`src/rtl/eth_pkg.sv`:
```
// Shared types and constants for the Ethernet transmit path.
//   sched_state_t        : transmit scheduler FSM states
//   ETH_MAX_FRAME_BYTES  : largest untagged Ethernet frame in bytes
//   ETH_WORD_BYTES       : bytes carried per datapath word
package eth_pkg;

    localparam int unsigned ETH_MAX_FRAME_BYTES = 1518;
    localparam int unsigned ETH_WORD_BYTES      = 4;

    typedef enum logic [2:0] {
        StIdle,
        StArb,
        StLoad,
        StDrain,
        StSend,
        StWaitDone,
        StGap
    } sched_state_t;

endpackage

```
`src/rtl/eth_rr_arbiter.sv`:
```
// Combinational round-robin arbiter.
// Searches req starting at index ptr, wrapping modulo N_CH, and reports the first requester.
//   req   in   N_CH           request vector
//   ptr   in   $clog2(N_CH)   highest-priority index for this decision
//   grant out  N_CH           one-hot grant, all zero when nothing requests
//   idx   out  $clog2(N_CH)   index of the granted requester
//   any   out  1              at least one requester found
module eth_rr_arbiter #(
    parameter int unsigned N_CH = 4
) (
    input  logic [N_CH-1:0]         req,
    input  logic [$clog2(N_CH)-1:0] ptr,
    output logic [N_CH-1:0]         grant,
    output logic [$clog2(N_CH)-1:0] idx,
    output logic                    any
);

    localparam int unsigned IDX_W = $clog2(N_CH);

    int c;

    always_comb begin
        grant = '0;
        idx   = '0;
        any   = 1'b0;
        c     = 0;
        for (int i = 0; i < int'(N_CH); i++) begin
            c = int'(ptr) + i;
            if (c >= int'(N_CH)) begin
                c = c - int'(N_CH);
            end
            if (!any && req[c]) begin
                any      = 1'b1;
                grant[c] = 1'b1;
                idx      = IDX_W'(c);
            end
        end
    end

endmodule

```
`src/rtl/eth_tx_scheduler.sv`:
```
// Multi-channel transmit scheduler feeding one Ethernet transmitter.
// Round-robin picks a channel holding a complete frame, streams its words to the transmitter
// (truncating at MAX_WORDS and draining the rest), fires tx_send, waits for tx_done and then
// holds off the next grant for an inter-frame gap of IFG_CYCLES cycles.
//   clk_100_mhz, rst        : clock, synchronous active-high reset
//   ch_req/data/valid/last  : per-channel frame sources (data packed c*DATA_W +: DATA_W)
//   ch_ready                : word accepted from the granted channel
//   ch_grant                : one-hot owner of the transmitter
//   ch_done / ch_err        : 1-cycle pulses, frame sent / frame truncated
//   tx_data_in/tx_valid/last_data/tx_ready_to_write : word interface to the transmitter
//   tx_ready_to_send/tx_send/tx_done                : frame start/finish handshake
//   busy, frame_words       : status
module eth_tx_scheduler
    import eth_pkg::*;
#(
    parameter int unsigned N_CH       = 4,
    parameter int unsigned DATA_W     = 32,
    parameter int unsigned MAX_WORDS  = (ETH_MAX_FRAME_BYTES + ETH_WORD_BYTES - 1) / ETH_WORD_BYTES,
    parameter int unsigned IFG_CYCLES = 24
) (
    input  logic                             clk_100_mhz,
    input  logic                             rst,
    input  logic [N_CH-1:0]                  ch_req,
    input  logic [N_CH*DATA_W-1:0]           ch_data,
    input  logic [N_CH-1:0]                  ch_valid,
    input  logic [N_CH-1:0]                  ch_last,
    output logic [N_CH-1:0]                  ch_ready,
    output logic [N_CH-1:0]                  ch_grant,
    output logic [N_CH-1:0]                  ch_done,
    output logic [N_CH-1:0]                  ch_err,
    output logic [DATA_W-1:0]                tx_data_in,
    output logic                             tx_valid,
    output logic                             last_data,
    input  logic                             tx_ready_to_write,
    input  logic                             tx_ready_to_send,
    output logic                             tx_send,
    input  logic                             tx_done,
    output logic                             busy,
    output logic [$clog2(MAX_WORDS+1)-1:0]   frame_words
);

    localparam int unsigned IDX_W = $clog2(N_CH);
    localparam int unsigned FW_W  = $clog2(MAX_WORDS + 1);
    localparam int unsigned CNT_W = $clog2(IFG_CYCLES + 1);

    sched_state_t     state_q, state_d;
    logic [IDX_W-1:0] ptr_q, ptr_d;
    logic [IDX_W-1:0] gidx_q, gidx_d;
    logic [N_CH-1:0]  grant_q, grant_d;
    logic [N_CH-1:0]  done_q, done_d;
    logic [N_CH-1:0]  err_q, err_d;
    logic [FW_W-1:0]  fw_q, fw_d;
    logic [CNT_W-1:0] ifg_q, ifg_d;

    logic [N_CH-1:0]   arb_grant;
    logic [IDX_W-1:0]  arb_idx;
    logic              arb_any;
    logic [DATA_W-1:0] g_data;
    logic              g_valid;
    logic              g_last;
    logic              at_limit;

    eth_rr_arbiter #(
        .N_CH (N_CH)
    ) u_arb (
        .req   (ch_req),
        .ptr   (ptr_q),
        .grant (arb_grant),
        .idx   (arb_idx),
        .any   (arb_any)
    );

    // Granted-channel view of the source bus.
    assign g_data   = ch_data[gidx_q*DATA_W +: DATA_W];
    assign g_valid  = ch_valid[gidx_q];
    assign g_last   = ch_last[gidx_q];
    // Next accepted word is the last one that fits.
    assign at_limit = (fw_q == FW_W'(MAX_WORDS - 1));

    always_ff @(posedge clk_100_mhz) begin
        if (rst) begin
            state_q <= StIdle;
            ptr_q   <= '0;
            gidx_q  <= '0;
            grant_q <= '0;
            done_q  <= '0;
            err_q   <= '0;
            fw_q    <= '0;
            ifg_q   <= '0;
        end else begin
            state_q <= state_d;
            ptr_q   <= ptr_d;
            gidx_q  <= gidx_d;
            grant_q <= grant_d;
            done_q  <= done_d;
            err_q   <= err_d;
            fw_q    <= fw_d;
            ifg_q   <= ifg_d;
        end
    end

    always_comb begin
        state_d = state_q;
        ptr_d   = ptr_q;
        gidx_d  = gidx_q;
        grant_d = grant_q;
        fw_d    = fw_q;
        ifg_d   = ifg_q;
        done_d  = '0;
        err_d   = '0;
        unique case (state_q)
            StIdle: begin
                if (|ch_req) begin
                    state_d = StArb;
                end
            end
            StArb: begin
                fw_d = '0;
                if (arb_any) begin
                    grant_d = arb_grant;
                    gidx_d  = arb_idx;
                    ptr_d   = (arb_idx == IDX_W'(N_CH - 1)) ? '0 : arb_idx + 1'b1;
                    state_d = StLoad;
                end else begin
                    state_d = StIdle;
                end
            end
            StLoad: begin
                if (g_valid && tx_ready_to_write) begin
                    fw_d = fw_q + 1'b1;
                    if (g_last) begin
                        state_d = StSend;
                    end else if (at_limit) begin
                        err_d   = grant_q;
                        state_d = StDrain;
                    end
                end
            end
            StDrain: begin
                if (g_valid && g_last) begin
                    state_d = StSend;
                end
            end
            StSend: begin
                if (tx_ready_to_send) begin
                    state_d = StWaitDone;
                end
            end
            StWaitDone: begin
                if (tx_done) begin
                    done_d  = grant_q;
                    ifg_d   = CNT_W'(IFG_CYCLES - 1);
                    state_d = StGap;
                end
            end
            StGap: begin
                if (ifg_q == '0) begin
                    grant_d = '0;
                    state_d = StIdle;
                end else begin
                    ifg_d = ifg_q - 1'b1;
                end
            end
            default: state_d = StIdle;
        endcase
    end

    always_comb begin
        ch_ready   = '0;
        tx_data_in = '0;
        tx_valid   = 1'b0;
        last_data  = 1'b0;
        tx_send    = 1'b0;
        unique case (state_q)
            StLoad: begin
                ch_ready[gidx_q] = tx_ready_to_write;
                tx_data_in       = g_data;
                tx_valid         = g_valid;
                last_data        = g_last | at_limit;
            end
            StDrain: begin
                // Discard the overlength tail without presenting it to the transmitter.
                ch_ready[gidx_q] = 1'b1;
            end
            StSend: begin
                tx_send = tx_ready_to_send;
            end
            default: begin
            end
        endcase
    end

    assign busy        = (state_q != StIdle);
    assign ch_grant    = grant_q;
    assign ch_done     = done_q;
    assign ch_err      = err_q;
    assign frame_words = fw_q;

endmodule

```
`config.mk`:
```
export PLATFORM = sky130hd
export DESIGN_NAME = eth_tx_scheduler
export DESIGN_NICKNAME = d
export VERILOG_FILES = /design/src/rtl/eth_pkg.sv /design/src/rtl/eth_rr_arbiter.sv /design/src/rtl/eth_tx_scheduler.sv
export SDC_FILE = /design/constraint.sdc
export NUM_CORES = 1
export LEC_CHECK = 0
export ABC_AREA = 1
export CORE_UTILIZATION = 35
export DETAILED_ROUTE_END_ITERATION = 7
export PLACE_DENSITY = 0.82
export SETUP_SLACK_MARGIN = 0.3
export SYNTH_ARGS = -nofsm -noshare
export SYNTH_HDL_FRONTEND = slang
export SYNTH_SLANG_ARGS = --single-unit
```
`constraint.sdc`:
```
create_clock -name clk_100_mhz -period 2.34 [get_ports clk_100_mhz]
set_input_delay 0.468 -clock clk_100_mhz [delete_from_list [all_inputs] [get_ports clk_100_mhz]]
set_output_delay 0.468 -clock clk_100_mhz [all_outputs]
set_load 0.01 [all_outputs]
```
==> flow_summary_export.csv <==
group,metric,value,unit
detailed_routing,drc_errors,0,
sta,rsz0062_at_grt,"yes",
detailed_routing,routed_wl,15.61,mm
layout,layout-drive-gt1-share,0.3050,
clocking,clockBufferDepth,2,
setup_path,worstPathRequired,1.87,ns
layout,areaGrowthSynthToFinish,122.9,%
detailed_routing,wire_per_inst,19.04,µm
clocking,insertion_delay,0.29,ns
die,dieArea,8322,µm²
sta,finalHoldViolCount,0,
yosys,syn-mean-instance-area,6.304,µm²
setup_path,start_kind,"flip-flop",
global_routing,grt_max_degree,38,
sta,timing.hold.ws,0.4728,ns
clocking,htreeDepth,2,
yosys,synth_cell_types,32,
sta,worst_slew_pin_slew,0.4691,ns
yosys,yosysTopAreaCellShare,0.2371,
place,port-buffer-count,205,
clocking,numCtsBuffers,5,
detailed_routing,drtIter0Drc,333,
sta,finalSetupTns,0,ns
clocking,path_clk_slew,0.08,ns
pwr,p_per_area,1080,nW/µm²
yosys,synth-seq-cells,33,
global_routing,antenna_found_initial,0,
pwr,power,6.707,mW
place,place.gp.congestion,0.8742,
detailed_routing,drt_pass1_iterations,5,
yosys,yosysSeqAreaShare,0.2371,
detailed_routing,ant_nets,0,
layout,antennaDiodeCount,0,
detailed_routing,vias_per_cell,5.678,
yosys,ys_warn_count,0,
global_routing,grt_pass1_vias,4241,
setup_path,worstSetupPathType,"flip-flop to output port",
sta,max_freq,446.4,MHz
clocking,cts_tree,"done",
sta,max_slew_margin,0.6848,
yosys,netlist_area,2786,µm²
yosys,synthDominantAreaCellType,"dfxtp_1",
yosys,synth-async-reset-ratio,0,
yosys,synth_top_flop_cell,"dfxtp_1",
clocking,cts_sinks,33,
yosys,synthTopCellsByArea,"dfxtp_1 24%, a22oi_1 17%, nand2_1 12%",
die,initial_core_util,0.3606,
yosys,ys_top_cells_by_count,"86 x nand2_1, 64 x a22oi_1, 58 x a21oi_1",
sta,drv_slew,0,
setup_path,critPathArrivalTime,1.77,ns
die,rows,32,
sta,timing.final.crit_share,0.9574,
die,die_y,91.23,µm
layout,fill_cells,476,
detailed_routing,vias,4656,
setup_path,worstPathMaxFanout,8,
status,status,"completed",
pwr,p_leak,2.608,nW
pwr,ir_drop,652.6,µV
layout,finish.utilization,0.8039,
clocking,cts_hold_buf,0,
die,core_area,7727,µm²
sta,clock_skew,0.01142,ns
place,dp_hpwl,9.500,mm
yosys,synth_most_common_cell,"nand2_1",
yosys,synth_enable_flop_cells,0,
sta,fin_crit,2.240,ns
yosys,synth_cells,442,
clocking,clock-root-buffer,"clkbuf_8",
die,boundaryPins,206,
global_routing,grt_use_total,0.3247,
global_routing,grt_pass1_wl,21.31,mm
place,dp_cells,754,
die,die_w,91.23,µm
flow_run,maxCapViolations,0,
hold_path,worstHoldPathType,"flip-flop to flip-flop",
setup_path,critPathCaptureType,"output port",
layout,stdcell_count,820,
layout,fin_nets,871,
global_routing,overflow,0,
yosys,syn_nets,596,
sta,finalSetupViolations,0,
## layout by cell type (no fill, tap or decap), drive strengths merged
cell           instances
bufinv                 2
dfxtp                 33
a31oi                  3
nand4                  9
nor3b                  1
nand3                 29
clkbuf                10
nand2                 91
o211ai                 1
or2                    2
o21ai                 16
clkinv                 2
a21boi                 4
nand3b                 1
a22oi                 64
nor2                  35
buf                  115
a21oi                 58
inv                   47
dlymetal6s2s           3
nor3                  14
and3                   1
nor4                   1
o21bai                 2
clkdlybuf4s50        162
dlygate4sd2            2
clkdlybuf4s15          1
ha                     9
## critical path, stage by stage (launching register included)
cell and delay (ns):
dfxtp_2 0.35, buf_6 0.13, nor2_4 0.21, buf_6 0.14, buf_12 0.13, buf_6 0.11
a22oi_2 0.06, a21oi_1 0.18, buf_2 0.16
## cell type report
| class | count | area, µm² | area share |
|---|---|---|---|
| multi-input combinational | 341 | 2207 | 0.3553 |
| clock inverter | 3 | 65.06 | 0.01047 |
| inverter | 48 | 212.7 | 0.03424 |
| sequential | 33 | 678.2 | 0.1092 |
| timing repair buffer | 288 | 2853 | 0.4592 |
| clock buffer | 5 | 68.82 | 0.01108 |
| tap | 102 | 127.6 | 0.02054 |
## routing by layer
layer,vias to the layer above,part of all wire,GRT usage
li1,2118,-,-
met1,2148,0.37,0.3759
met2,320,0.49,0.5758
met3,70,0.092,0.08208
met4,0,0.050,0.1151
met5,-,0,0
## worst paths after layout
kind	startpoint	end	slack, ns	cells after the start
worst min-delay path	ch_grant[2]$_SDFFE_PP0P_	ch_err[2]$_SDFF_PP0_	0.47	2
worst max-delay path	gidx_q[1]$_SDFFE_PP0P_	tx_data_in[7]	0.1	8
worst min register to register	ch_grant[2]$_SDFFE_PP0P_	ch_err[2]$_SDFF_PP0_	0.47	2
worst max register to register	gidx_q[1]$_SDFFE_PP0P_	frame_words[6]$_SDFFE_PP0P_	0.23	13
## what timing repair did
item                                    4_1_cts  5_1_grt
endpoints found under the setup margin       42       45
setup buffers                                22       26
gates resized for setup                     204       84
pin swaps                                    30       27
gates cloned                                  8        2
## metrics by stage
step                      area (µm²)  worst slack [ns]
after floorplan                 2788            0.3018
after global placement          5116          -0.02075
after detailed placement        5116          -0.04201
after CTS                       5715           0.09427
after global routing            6212           0.07242
final                           6212           0.09971
## flip-flops by register name (all words and copies together) (netlist names)
register / cells
ch_err: 4
frame_words: 9
ptr_q: 2
ch_grant: 4
state_q: 3
ch_done: 4
ifg_q: 5
gidx_q: 2
## where the power goes
| part | leakage [nW] | switching (mW) | internal (mW) |
|---|---|---|---|
| Sequential | 0.271 | 0.132 | 0.678 |
| Combinational | 2.27 | 2.54 | 2.70 |
| Clock | 0.0681 | 0.229 | 0.423 |
| Total | 2.61 | 2.90 | 3.81 |
## logic make-up (layout without fill, tap and decap cells)
family	after synthesis	count (layout)	synth area share
flops	33	33	0.2371
simple gates	184	184	0.2941
fa+ha+maj	9	9	0.04041
compound gates	148	148	0.3309
buf+inv	68	344	0.09744
(Power assumes the default switching activity.)
